<file path="src/rtl/fft_stage_sequencer.sv">
// In-place radix-2 DIF FFT stage sequencer: walks every (stage, butterfly)
// pair, reads both operands, hands them with a twiddle angle to an external
// butterfly core, and writes the results back to the same addresses.
module fft_stage_sequencer #(
  parameter int N_LOG2  = 3,
  parameter int TIMEOUT = 64
) (
  input  logic                     clock,
  input  logic                     reset,
  input  logic                     start,
  output logic                     busy,
  output logic                     done,
  output logic                     error,
  output logic                     rd_en,
  output logic [N_LOG2-1:0]        rd_addr1,
  output logic [N_LOG2-1:0]        rd_addr2,
  input  logic signed [15:0]       rd_x1,
  input  logic signed [15:0]       rd_y1,
  input  logic signed [15:0]       rd_x2,
  input  logic signed [15:0]       rd_y2,
  output logic                     wr_en,
  output logic [N_LOG2-1:0]        wr_addr1,
  output logic [N_LOG2-1:0]        wr_addr2,
  output logic signed [15:0]       wr_x1,
  output logic signed [15:0]       wr_y1,
  output logic signed [15:0]       wr_x2,
  output logic signed [15:0]       wr_y2,
  output logic                     bf_start,
  output logic signed [15:0]       bf_xin1,
  output logic signed [15:0]       bf_yin1,
  output logic signed [15:0]       bf_xin2,
  output logic signed [15:0]       bf_yin2,
  output logic signed [31:0]       bf_zangle,
  input  logic                     bf_done,
  input  logic signed [15:0]       bf_xout1,
  input  logic signed [15:0]       bf_yout1,
  input  logic signed [15:0]       bf_xout2,
  input  logic signed [15:0]       bf_yout2
);

  localparam int unsigned HALF = 1 << (N_LOG2 - 1);
  localparam int SW = (N_LOG2 > 1) ? $clog2(N_LOG2) : 1;
  localparam int BW = N_LOG2;
  localparam int WW = $clog2(TIMEOUT + 1);

  typedef enum logic [2:0] {IDLE, READ, ISSUE, WAIT, WRITE, FINISH} state_t;

  state_t          state;
  logic [SW-1:0]   stage, nstage;
  logic [BW-1:0]   bfly, nbfly;
  logic [WW-1:0]   wcnt;
  logic            last_bfly, last_stage;

  // Distance between the two operands of a butterfly in a given stage.
  function automatic logic [N_LOG2-1:0] span_of(input int unsigned st);
    return N_LOG2'(32'd1 << (N_LOG2 - 1 - st));
  endfunction

  // Lower operand address: groups of 2*span, position inside the group.
  function automatic logic [N_LOG2-1:0] addr1_of(input int unsigned st, input int unsigned bf);
    int unsigned sh, pos, grp;
    sh  = N_LOG2 - 1 - st;
    pos = bf & ((32'd1 << sh) - 1);
    grp = bf >> sh;
    return N_LOG2'((grp << (sh + 1)) | pos);
  endfunction

  // Twiddle as a negated binary angle, full turn = 2^32.
  function automatic logic signed [31:0] angle_of(input int unsigned st, input int unsigned bf);
    int unsigned sh, pos, k;
    sh  = N_LOG2 - 1 - st;
    pos = bf & ((32'd1 << sh) - 1);
    k   = pos << st;
    return 32'(-(k << (32 - N_LOG2)));
  endfunction

  // Next butterfly index and stage after the current write-back.
  always_comb begin
    last_bfly  = (bfly == BW'(HALF - 1));
    last_stage = (stage == SW'(N_LOG2 - 1));
    nbfly      = last_bfly ? '0 : bfly + 1'b1;
    nstage     = last_bfly ? stage + 1'b1 : stage;
  end

  // Sequencer FSM with registered strobes, addresses and data.
  always_ff @(posedge clock) begin
    if (reset) begin
      state     <= IDLE;
      stage     <= '0;
      bfly      <= '0;
      wcnt      <= '0;
      busy      <= 1'b0;
      done      <= 1'b0;
      error     <= 1'b0;
      rd_en     <= 1'b0;
      wr_en     <= 1'b0;
      bf_start  <= 1'b0;
      rd_addr1  <= '0;
      rd_addr2  <= '0;
      wr_addr1  <= '0;
      wr_addr2  <= '0;
      wr_x1     <= '0;
      wr_y1     <= '0;
      wr_x2     <= '0;
      wr_y2     <= '0;
      bf_xin1   <= '0;
      bf_yin1   <= '0;
      bf_xin2   <= '0;
      bf_yin2   <= '0;
      bf_zangle <= '0;
    end else begin
      rd_en    <= 1'b0;
      wr_en    <= 1'b0;
      bf_start <= 1'b0;
      done     <= 1'b0;
      case (state)
        IDLE: begin
          if (start) begin
            state    <= READ;
            stage    <= '0;
            bfly     <= '0;
            error    <= 1'b0;
            busy     <= 1'b1;
            rd_en    <= 1'b1;
            rd_addr1 <= addr1_of(0, 0);
            rd_addr2 <= addr1_of(0, 0) + span_of(0);
          end
        end
        READ: state <= ISSUE;
        ISSUE: begin
          bf_xin1   <= rd_x1;
          bf_yin1   <= rd_y1;
          bf_xin2   <= rd_x2;
          bf_yin2   <= rd_y2;
          bf_zangle <= angle_of(32'(stage), 32'(bfly));
          bf_start  <= 1'b1;
          wcnt      <= '0;
          state     <= WAIT;
        end
        WAIT: begin
          if (bf_done) begin
            wr_x1    <= bf_xout1;
            wr_y1    <= bf_yout1;
            wr_x2    <= bf_xout2;
            wr_y2    <= bf_yout2;
            wr_addr1 <= rd_addr1;
            wr_addr2 <= rd_addr2;
            wr_en    <= 1'b1;
            state    <= WRITE;
          end else if (wcnt == WW'(TIMEOUT - 1)) begin
            error <= 1'b1;
            busy  <= 1'b0;
            state <= IDLE;
          end else begin
            wcnt <= wcnt + 1'b1;
          end
        end
        WRITE: begin
          if (last_bfly && last_stage) begin
            stage <= '0;
            bfly  <= '0;
            done  <= 1'b1;
            state <= FINISH;
          end else begin
            stage    <= nstage;
            bfly     <= nbfly;
            rd_en    <= 1'b1;
            rd_addr1 <= addr1_of(32'(nstage), 32'(nbfly));
            rd_addr2 <= addr1_of(32'(nstage), 32'(nbfly)) + span_of(32'(nstage));
            state    <= READ;
          end
        end
        FINISH: begin
          busy  <= 1'b0;
          state <= IDLE;
        end
        default: state <= IDLE;
      endcase
    end
  end

endmodule

</file>
<file path="config.mk">
export PLATFORM = sky130hd
export DESIGN_NAME = fft_stage_sequencer
export DESIGN_NICKNAME = d
export VERILOG_FILES = /design/src/rtl/fft_stage_sequencer.sv
export SDC_FILE = /design/constraint.sdc
export NUM_CORES = 1
export LEC_CHECK = 0
export CAP_MARGIN = 20
export CORE_ASPECT_RATIO = 0.9
export CORE_MARGIN = 2
export CORE_UTILIZATION = 44
export CTS_CLUSTER_SIZE = 12
export DETAILED_ROUTE_END_ITERATION = 10
export PLACE_DENSITY = 0.88
export SLEW_MARGIN = 25
export SYNTH_ARGS = -nofsm -noshare
export SYNTH_HDL_FRONTEND = slang
export SYNTH_SLANG_ARGS = --single-unit
</file>
<file path="constraint.sdc">
create_clock -name clock -period 4.13 [get_ports clock]
set_input_delay 0.413 -clock clock [delete_from_list [all_inputs] [get_ports clock]]
set_output_delay 0.413 -clock clock [all_outputs]
set_load 0.01 [all_outputs]
</file>
==> run summary <==
At the worst endpoint, the arrival time is 3.71 ns. Of all nets on the critical path, the largest fanout is 7. The required arrival time at the worst endpoint came out at between 4 and 5 ns. The final worst-path cycle share came out at a little over 80%. The net switching fraction of the power came out at approximately a quarter. In the post-synthesis netlist, the biggest area contributors are dfxtp_1 51%, nand2_1 16%, a21oi_1 11%. The run finished with clean final reports. The most utilized layer in the global route result is met2.

The register bit total from synthesis came out at 164. The width of the die came out at 131.4 um. For this run, global-route usage on met1 was measured as 26.74%. Entering global routing, the biggest net connects 75 pins.

The H-tree depth came out at 4. In this run the power spent charging and discharging nets is ~0.93 mW. Counting flops with a built-in enable in the synthesized netlist gives 0.

The number of rows in the core area is between 40 and 50. Walking the worst path, the cells encountered are ha_1 -> nor2b_1 -> xnor2_1 -> inv_1 -> ha_1 -> nor3_1 -> ha_1 -> inv_1 -> fa_1 -> xnor2_1 -> nor4_2 -> nor4_1. The number of buffers created by CTS came out at 17. The number of maximum-capacitance constraint violations came out at 0. Once detail routing completed, the nets flagged for antenna violations numbered 0. The critical path's top delay family is simple AND/OR/NAND/NOR gates. The number of filler instances in the final layout is between 1000 and 1500.

The total length of routed wires is around 19 mm. The worst-case vdd ir drop is ~300 uV. The hold path depth came out at 2. TritonCTS built the clock tree. The most used cell along the critical path is ha_1. The final routed wire length divided by cell count is roughly 15 um. The power per unit of standard cell area is ~390 mW/mm^2. The wire length of the first global-routing pass came out at about 30 mm.

The number of cells in the finished layout apart from fillers came out at roughly 1300. The number of distinct library cell variants in the gate-level netlist after synthesis is 50. The clock share of power is a little over two fifths. The clock net in this run drives a total of approximately 160 sinks.

The number of buffers and inverters on the critical path came out at 2. The per-cell via count in the routed design came out at around 5. The worst-margin pin slew came out at a little under 1 ns. STA classifies the critical path endpoint as a flip-flop. The number of global-route vias before repair was between 5000 and 6000. The buffer cell driving the clock tree root is clkbuf_16. The share of total power dissipated in combinational logic is between 10% and 20%. The leading register cell type out of synthesis is dfxtp_1. The global-route met3 utilization came out at 8.580%. The global placer's final weighted congestion came out at 0.8626. The residual DRC count came out at 0. The setup TNS came out at 0 ns. The number of DRC violations after detailed-routing iteration 0 is ~350. Setup repair after global routing left no endpoint under its margin. The path category of the worst min-delay check is reg2reg. The cell accounting for the most synthesized area is dfxtp_1.

The critical path startpoint category is a flip-flop. The count of synthesis-stage warnings from yosys came out at 0. For this configuration, the core starts out at a cell density of 45.37%. Setup violations remaining at the end of the flow were counted as 0. The clock transition time at the flip-flop clock pins of the worst setup and hold paths is 0.06 ns.

The critical path runs through a total of 12 cells. The stage delay of the slowest cell on the critical path is 0.57 ns. Pin placement for this block handled 310 I/O pins. The count of endpoints failing hold in the final timing report came out at 0. The average cell area after synthesis is around 8.0 um^2. The met2 layer usage reported by global route is a little over 40%. The floorplan step defined a die boundary enclosing 0.01558 mm^2. The number of nets in the final layout came out at 1192. The final instance area is 0.009764 mm^2. The internal power contribution is 2.833 mW. The sequential-to-total area share from yosys stat is between 50% and 60%.

The share of cells above drive strength 1 came out at under 10%. The via count came out at between 6000 and 7000. The total grt overflow is 0.

The worst setup path is of the reg2reg kind. Across the routed clock network, the largest skew measured is about 0.0073 ns. The analysis attributes to cell leakage a power of ~3.5 nW. The share of power burned in registers came out at around 45%. The number of instances in the synthesized netlist came out at between 700 and 800. After synthesis, the share of flip-flops with an asynchronous set or reset is 0%.

The floorplan core area is ~0.014 mm^2. The smallest clock period supported by the final layout is computed as between 3 and 4 ns. Once the clock tree was built, the resizer swapped 0 gates to a different size. The insertion delay to the later sink of the worst-skew pair is approximately 0.43 ns.

The number of hold buffers added after CTS was 0. The maximum frequency from static timing analysis is 295.5 MHz. The buffers inserted during post-CTS setup optimization is 0. In the global route stage, overall resource usage came out at a little under a quarter. The buffer levels on the longest clock path came out at 2.

The largest individual stage delay along the critical path comes from the cell nor2b_1. During placement, the flow inserted port buffers numbering 280. The half-perimeter wire length after placement is 13.04 mm. The number of detailed-route iterations in the first pass is 5. The number of cells traversed by the worst register-to-register path is 12.

The number of antenna violations at the first check in global routing came out at 0. The number of inserted diodes came out at 0. The area growth from synthesis to layout is 52.01%.

In this run the cell area measured after placement is approximately 0.0092 mm^2. By count the netlist is led by 282 x nand2_1, 164 x dfxtp_1, 147 x a21oi_1. The synthesized netlist occupies a cell area of around 0.0064 mm^2. Summed over its instances, the top area cell type makes up 51.11% of the synthesized netlist area.

The worst slew slack as a fraction of its limit came out at around a third. The number of pins exceeding their max-slew limit in the final report came out at 0. The worst setup slack after layout is ~0.75 ns.

The number of placed instances, taps included came out at 1222. The most common cell in the synthesized netlist is nand2_1. From bottom edge to top edge, the die measures ~120 um.

At the placement stage, the worst setup path has a slack of between 0.7 and 0.8 ns.
## layer usage
metal	vias up	routed length, um
met3	36	1674
met2	232	9093
met5	-	0
met4	0	520
met1	2873	7360
li1	3063	-
## worst min-delay path: cells and delay by family (launching register included)
kind	cells	cell delay [ns]
flip-flops	1	0.30
AO/OA/AOI/OAI	1	0.05
AND/OR/NAND/NOR	1	0.05
## worst paths after layout
kind | slack (ns) | end | from
hold / removal | 0.45 | bf_xin1[6]$_SDFFE_PP0P_ | bf_xin1[6]$_SDFFE_PP0P_
setup reg to reg | 0.75 | rd_addr2[2]$_SDFFE_PP0P_ | bfly[0]$_SDFFE_PP0P_
setup / recovery | 0.75 | rd_addr2[2]$_SDFFE_PP0P_ | bfly[0]$_SDFFE_PP0P_
hold reg to reg | 0.45 | bf_xin1[6]$_SDFFE_PP0P_ | bf_xin1[6]$_SDFFE_PP0P_
## final cells by class
type                            count  area, um^2  share of cell area, %
Sequential cell                   164        3283                  33.62
Timing Repair Buffer              286        2845                  29.14
Multi-Input combinational cell    571        2768                  28.34
Clock buffer                       19       452.9                  4.639
Tap cell                          193       241.5                  2.473
Clock inverter                     13       143.9                  1.474
Inverter                            8       30.03                 0.3075
## power groups by stage
stage,Sequential (mW),Combinational (mW),Clock [mW]
2_1_floorplan,1.74,0.205,0
3_5_place_dp,1.72,0.485,0
3_3_place_gp,1.71,0.481,0
5_1_grt,1.69,0.528,1.70
4_1_cts,1.68,0.489,1.62
6_report,1.68,0.486,1.59
## placed cells by master (no fill, tap or decap), types with 4 or more instances in the layout
cell type | netlist | routed
a21oi_1 | 147 | 147
buf_4 | 29 | 7
clkbuf_16 | 0 | 17
clkdlybuf4s50_1 | 0 | 279
conb_1 | 1 | 29
dfxtp_1 | 164 | 164
ha_1 | 11 | 11
inv_1 | 8 | 8
inv_6 | 0 | 6
nand2_1 | 282 | 281
nand2b_1 | 5 | 5
nand3_1 | 8 | 8
nor2_1 | 14 | 14
nor3_1 | 13 | 13
nor4_1 | 4 | 4
o21ai_0 | 4 | 4
xor2_1 | 5 | 5
## cell families after synthesis
logic type	after synthesis	share of synthesized area, %
mux	4	0.6622
buf+inv	92	7.577
other cells	1	0.05838
xor+xnor	8	1.091
compound gates	170	14.36
simple gates	348	22.69
flops	164	51.11
fa+ha+maj	12	2.454
## registers in the layout (all words and copies together) (netlist names), 7 cells and up
name and cells:
bf_xin1 16, bf_xin2 16, bf_yin1 16, bf_yin2 16
wcnt 7, wr_x1 16, wr_x2 16, wr_y1 16
wr_y2 16
## per-stage QoR
| stage | total power [mW] | util, % | hold WS (ns) |
|---|---|---|---|
| 6_report | 3.761 | 68.96 | 0.4523 |
| 5_1_grt | 3.917 | 68.96 | 0.4700 |
| 4_1_cts | 3.796 | 68.96 | 0.4546 |
| 3_5_place_dp | 2.203 | 64.75 | 0.4455 |
| 3_3_place_gp | 2.195 | 64.75 | 0.4310 |
| 2_1_floorplan | 1.941 | - | 0.4102 |
Note: power is estimated with default switching activity, not from simulation.
